File: config.mk
export PLATFORM = sky130hd
export DESIGN_NAME = mod_counter
export DESIGN_NICKNAME = d
export VERILOG_FILES = /design/src/rtl/mod_counter.sv
export SDC_FILE = /design/constraint.sdc
export NUM_CORES = 1
export LEC_CHECK = 0
export BUFFER_PORTS_ARGS = -buffer_cell sky130_fd_sc_hd__buf_2
export CELL_PAD_IN_SITES_DETAIL_PLACEMENT = 1
export CELL_PAD_IN_SITES_GLOBAL_PLACEMENT = 2
export CORE_MARGIN = 1.5
export CORE_UTILIZATION = 29
export CTS_CLUSTER_SIZE = 40
export DETAILED_ROUTE_END_ITERATION = 16
export GPL_TIMING_DRIVEN = 0
export PLACE_DENSITY = 0.76
export SYNTH_ARGS = -nofsm -noshare
export SYNTH_HDL_FRONTEND = slang
export SYNTH_SLANG_ARGS = --single-unit
File: constraint.sdc
create_clock -name Clock -period 2.1 [get_ports Clock]
set_input_delay 0.21 -clock Clock [delete_from_list [all_inputs] [get_ports Clock]]
set_output_delay 0.21 -clock Clock [all_outputs]
set_load 0.05 [all_outputs]
File: src/rtl/mod_counter.sv
// Modulo up/down counter with synchronous clamped load, terminal-count pulse and
// optional prescaler (enabled by defining MOD_COUNTER_PRESCALER_EN).
module mod_counter #(
    parameter int unsigned WIDTH    = 10,
    parameter int unsigned MODULUS  = 1024,
    parameter int unsigned PRESCALE = 50000000,
    parameter int unsigned SATURATE = 0
) (
    input  logic             Clock,
    input  logic             Resetn,
    input  logic             En,
    input  logic             Up,
    input  logic             Load,
    input  logic [WIDTH-1:0] D,
    output logic [WIDTH-1:0] Q,
    output logic             Tc,
    output logic             Tick
);

    localparam logic [WIDTH-1:0] MAX_Q = WIDTH'(MODULUS - 1);

    logic [WIDTH-1:0] q_next;
    logic             tc_next;

`ifdef MOD_COUNTER_PRESCALER_EN
    localparam int unsigned PW     = (PRESCALE > 1) ? $clog2(PRESCALE) : 1;
    localparam logic [PW-1:0] P_LAST = PW'(PRESCALE - 1);

    logic [PW-1:0] p;
    logic [PW-1:0] p_next;

    // Prescaler phase holds while disabled; a load restarts the full period.
    always_comb begin
        p_next = p;
        if (Load) begin
            p_next = '0;
        end else if (En) begin
            p_next = (p == P_LAST) ? '0 : p + PW'(1);
        end
    end

    always_ff @(posedge Clock or negedge Resetn) begin
        if (!Resetn) begin
            p <= '0;
        end else begin
            p <= p_next;
        end
    end

    assign Tick = En & (p == P_LAST);
`else
    assign Tick = En;
`endif

    // Load wins over stepping; Tc flags each step taken at an end of the range.
    always_comb begin
        q_next  = Q;
        tc_next = 1'b0;
        if (Load) begin
            q_next = (D > MAX_Q) ? MAX_Q : D;
        end else if (Tick) begin
            if (Up) begin
                if (Q == MAX_Q) begin
                    tc_next = 1'b1;
                    if (SATURATE == 0) begin
                        q_next = '0;
                    end
                end else begin
                    q_next = Q + WIDTH'(1);
                end
            end else begin
                if (Q == '0) begin
                    tc_next = 1'b1;
                    if (SATURATE == 0) begin
                        q_next = MAX_Q;
                    end
                end else begin
                    q_next = Q - WIDTH'(1);
                end
            end
        end
    end

    always_ff @(posedge Clock or negedge Resetn) begin
        if (!Resetn) begin
            Q  <= '0;
            Tc <= 1'b0;
        end else begin
            Q  <= q_next;
            Tc <= tc_next;
        end
    end

endmodule
After elaboration in Yosys (flattened, before gate mapping). Index checks and enable logic that the tools add are counted.

Register bits after elaboration: 11. Input bits: 15. Output and inout port bits: 12. Logic and storage cells: 19.

Add/subtract/negate cells: 2. Magnitude comparators: 1. Eq/ne operators: 1. Multiplexer cells: 11. Reduce and logical (&&, ||, !) cells: 2.

Operator list (number): 10-bit 2-to-1 mux (6); 10-bit by 1-bit adder with 10-bit output (second input constant) (1); 10-bit equality test (second input constant) (1); 10-bit greater-than comparator (second input constant) (1); 10-bit logical NOT (1); 10-bit by 1-bit subtractor with 10-bit output (second input constant) (1); 1-bit 2-to-1 mux (5); 2-bit nonzero test (1).

Depth between registers and ports, before layout.
Word-level depth: 5. Depth in mapped cells: 7. Gate-level depth less buffers: 6.

Worst setup path after synthesis. Ideal clock, no wire load.

Kind: register to register. From: reg Q[0]. To: reg Q[3]. Library setup time: 0.121 ns. Arrival: 2.034 ns. Data required time: 1.979 ns. Setup slack: -0.055 ns. Stages on the path, launching flop included: 8. Period minus slack after synthesis: 2.155 ns. Cell sequence: dfrtp_1 clkbuf_1 inv_1 ha_1 nor2b_1 and4_1 a2111o_1 a22o_1.

Word-level cells in the longest chain between the ends: 5. Elaborated cells on any way between the ends: 9. Classes of those cells: 2 x add/sub; 1 x eq/ne; 5 x mux; 1 x reduce/logical.

Ends and longest elaborated chain: start, declared (RTL line 15) `output logic [WIDTH-1:0] Q,`; start signal, assigned (RTL line 89) `Q <= q_next;`; 10-bit by 1-bit subtractor with 10-bit output (tied with other cells) (RTL line 78) `q_next = Q - WIDTH'(1);`; 10-bit 2-to-1 mux (on tied branches) (RTL line 72, 63); 10-bit 2-to-1 mux (*) (RTL line 62) `if (Up) begin`; 10-bit 2-to-1 mux (*) (RTL line 61) `end else if (Tick) begin`; 10-bit 2-to-1 mux (*) (RTL line 59) `if (Load) begin`.

Every way passes the cells marked *; elsewhere a longest branch is shown, timed or not. The select of a mux whose other input is x is not followed. A chain may end at the register's enable or synchronous reset.

Worst setup path after layout.
From: reg Q[1]. To: reg Q[4].

Same word-level chain as after synthesis.

==> results.py <==
metrics = {
    "drt": {
        "first_pass_iters": 4,
        "num_vias": 1085,
        "drtIter0Drc": 31,
        "ant_nets": 0,
        "wl_per_cell_um": 16.0,
        "drcViolationCount": 0,
        "wl_um": 3220,
        "drt-vias-per-instance": 5.40,
    },
    "timing": {
        "min_period_over_period": 0.938,
        "finalHoldViolations": 0,
        "holdWs_ns": 0.110,
        "grt_setup_unrepaired": "false",
        "drv_slew": 0,
        "max_slew_margin": 0.632,
        "max_freq_mhz": 508,
        "fin_crit_ns": 1.97,
        "finalSetupViolations": 0,
        "worstMarginPinSlew_ns": 0.547,
        "finalClockSkew_ns": 0.00931,
    },
    "cells_and_area": {
        "final_nets": 173,
        "post-route-util": 0.367,
        "antenna_cells": 0,
        "final_common_cell": "buf_2",
        "final_layout_size_suffix_gt1_frac": 0.277,
        "nFillCells": 448,
        "area_delta_synth_final_pct": 22.1,
        "finalInstanceArea_um2": 1220,
        "mostFrequentLayoutCells": "buf_2, a21oi_1, nand2_1",
    },
    "die": {
        "pin_count": 27,
        "die_h_um": 61.8,
        "die_area_um2": 3820,
        "fp-row-count": 21,
        "core_um2": 3340,
        "start_util": 0.301,
        "die_x_um": 61.8,
    },
    "yosys": {
        "synth_mux_area_frac": 0.0212,
        "synth_compound_area_frac": 0.266,
        "synth_nets": 143,
        "async_flop_share": 1.00,
        "synth_edf_count": 0,
        "synth-adder-area-share": 0.0249,
        "synth_xor_area_frac": 0.0262,
        "synth_top_family_by_area": "simple AND/OR/NAND/NOR gates",
        "syn_inst": 126,
        "ys_ff_latch": 11,
        "synth-simple-area-share": 0.305,
        "synth.avg_cell_area_um2": 7.96,
        "synth_flop_cell": "dfrtp_1",
        "syn-cell-area_um2": 1000,
        "synth_cell_type_count": 44,
        "ys_warn_count": 0,
        "ys_seq_area_frac": 0.274,
    },
    "grt": {
        "first_global_vias": 1035,
        "grt_overflow": 0,
        "antenna_found_initial": 0,
        "grt_usage": 0.186,
        "grt_pass1_wl_um": 5050,
        "grt_max_degree": 12,
    },
    "worst_setup_path": {
        "crit_buf_inv": 2,
        "arrival_ns": 2.16,
        "worstPathCellList": "clkbuf_2 > inv_1 > ha_2 > or4b_1 > a21oi_1 > xor2_1 > mux2_2",
        "reg2reg_slack_ns": 0.13,
        "critPathKind": "flop to flop",
        "cp_max_fo": 8,
        "critPathTopFamily": "simple AND/OR/NAND/NOR gates",
        "cpPeakStageDelay_ns": 0.44,
        "start_kind": "flop",
        "cp-end-kind": "flop",
        "critPathSlowestCell": "or4b_1",
        "cp.required_ns": 2.29,
    },
    "placement": {
        "io_buffers": 25,
        "finalWeightedCongestion": 0.811,
        "place_area_um2": 1190,
        "dp_hpwl_um": 2320,
    },
    "status": {
        "status": "finished, final reports clean",
    },
    "pwr": {
        "power_frac_seq": 0.340,
        "combPwrFrac": 0.434,
        "p_per_area_nw_per_um2": 627,
        "p_switching_uw": 355,
        "p_leak_nw": 0.496,
        "vdd_drop_max_uv": 226,
        "swShare": 0.462,
        "clkPwrFrac": 0.226,
        "p_int_uw": 414,
    },
    "min_path": {
        "hold_class": "input port to flop",
    },
    "clock_tree": {
        "clockRootBuffer": "clkbuf_4",
        "clk_path_buf_depth": 2,
        "cts_tree": "yes",
        "cts_buffers": 3,
        "htree_levels": 1,
        "insertion_delay_ns": 0.30,
        "clock_sinks": 11,
        "path_clk_slew_ns": 0.09,
    },
    "job": {
        "max_cap_viol_count": 0,
    },
}
power groups by stage:
stage,logic [mW],registers (mW),clock network [mW]
after floorplan,0.172,0.335,0
after global placement,0.330,0.258,0
after detailed placement,0.336,0.259,0
after CTS,0.333,0.260,0.176
after global routing,0.360,0.265,0.194
final,0.334,0.261,0.173
logic make-up (layout without fill, tap and decap cells):
family | after synthesis | in the layout
AND/OR/NAND/NOR | 53 | 53
adder cells (fa/ha/maj) | 2 | 2
flip-flops | 11 | 11
multiplexers | 2 | 2
XOR/XNOR | 3 | 3
buffers and inverters | 18 | 47
AO/OA/AOI/OAI | 37 | 37
cells in the mapped netlist (all sizes together), types with 2 or more instances:
cell,number,share of area
inv,6,0.022
ha,2,0.025
nand4,5,0.046
buf,6,0.037
nor4,3,0.025
clkbuf,6,0.022
o31a,3,0.026
o21a,3,0.022
xnor2,2,0.017
o31ai,3,0.022
nor2,9,0.034
o21ai,2,0.010
nand2,10,0.037
nor3,8,0.045
dfrtp,11,0.27
a31oi,2,0.012
nand3,8,0.040
nand2b,4,0.025
a211o,2,0.017
a21oi,11,0.055
repair_timing:
| action | CTS | global route |
|---|---|---|
| endpoints found under the setup margin | 2 | 3 |
| resized for setup | 0 | 3 |
| pin swaps | 0 | 0 |
| hold buffers | 1 | 0 |
| buffers inserted | 0 | 0 |
| endpoints found under the hold margin | 11 | 0 |
path summary, 6_finish.rpt:
| path | start | endpoint | depth (start not counted) |
|---|---|---|---|
| worst max register to register | Q[1]$_DFFE_PN0P_ | Q[4]$_DFFE_PN0P_ | 7 |
| max in group asynchronous | Resetn | Q[0]$_DFFE_PN0P_ | 2 |
| worst min register to register | Q[8]$_DFFE_PN0P_ | Q[8]$_DFFE_PN0P_ | 2 |
| min in group asynchronous | Resetn | Q[4]$_DFFE_PN0P_ | 2 |
| worst min-delay path | D[8] | Q[8]$_DFFE_PN0P_ | 3 |
| worst max-delay path | Q[1]$_DFFE_PN0P_ | Q[4]$_DFFE_PN0P_ | 7 |
per-layer routing:
metal | track usage | wire length, µm | part of all wire | up-vias
met5 | 0 | 0 | 0 | -
met4 | 0.0638 | 38 | 0.012 | 0
met3 | 0.0311 | 93 | 0.029 | 4
met2 | 0.301 | 1510 | 0.47 | 20
met1 | 0.250 | 1580 | 0.49 | 534
li1 | - | - | - | 527
sequential cells by signal, indices dropped and copies added, names as in the netlist:
register  cells
Q            10
Tc            1
stage by stage:
stage               instances  total power, mW  setup TNS (ns)  worst slack [ns]
global placement          197            0.589         -0.0173           -0.0165
finish                    201            0.768               0             0.131
detailed placement        197            0.596         -0.0139           -0.0139
CTS                       201            0.769               0            0.0245
floorplan                 126            0.507               0            0.0362
global route              201            0.819               0           0.00779
area by class of cell:
class / count / area (µm²) / share of cell area
Clock buffer: 4 / 26.3 / 0.0215
Buffer: 11 / 57.6 / 0.0470
Sequential cell: 11 / 278 / 0.227
Inverter: 6 / 22.5 / 0.0184
Tap cell: 46 / 57.6 / 0.0470
Multi-Input combinational cell: 97 / 648 / 0.529
Timing Repair Buffer: 26 / 135 / 0.110
worst register-to-register path: stages, from the launching register on:
cell,delay [ns]
dfrtp_2,0.42
clkbuf_2,0.17
inv_1,0.10
ha_2,0.24
or4b_1,0.44
a21oi_1,0.17
xor2_1,0.08
mux2_2,0.26
(Power assumes the default switching activity.)
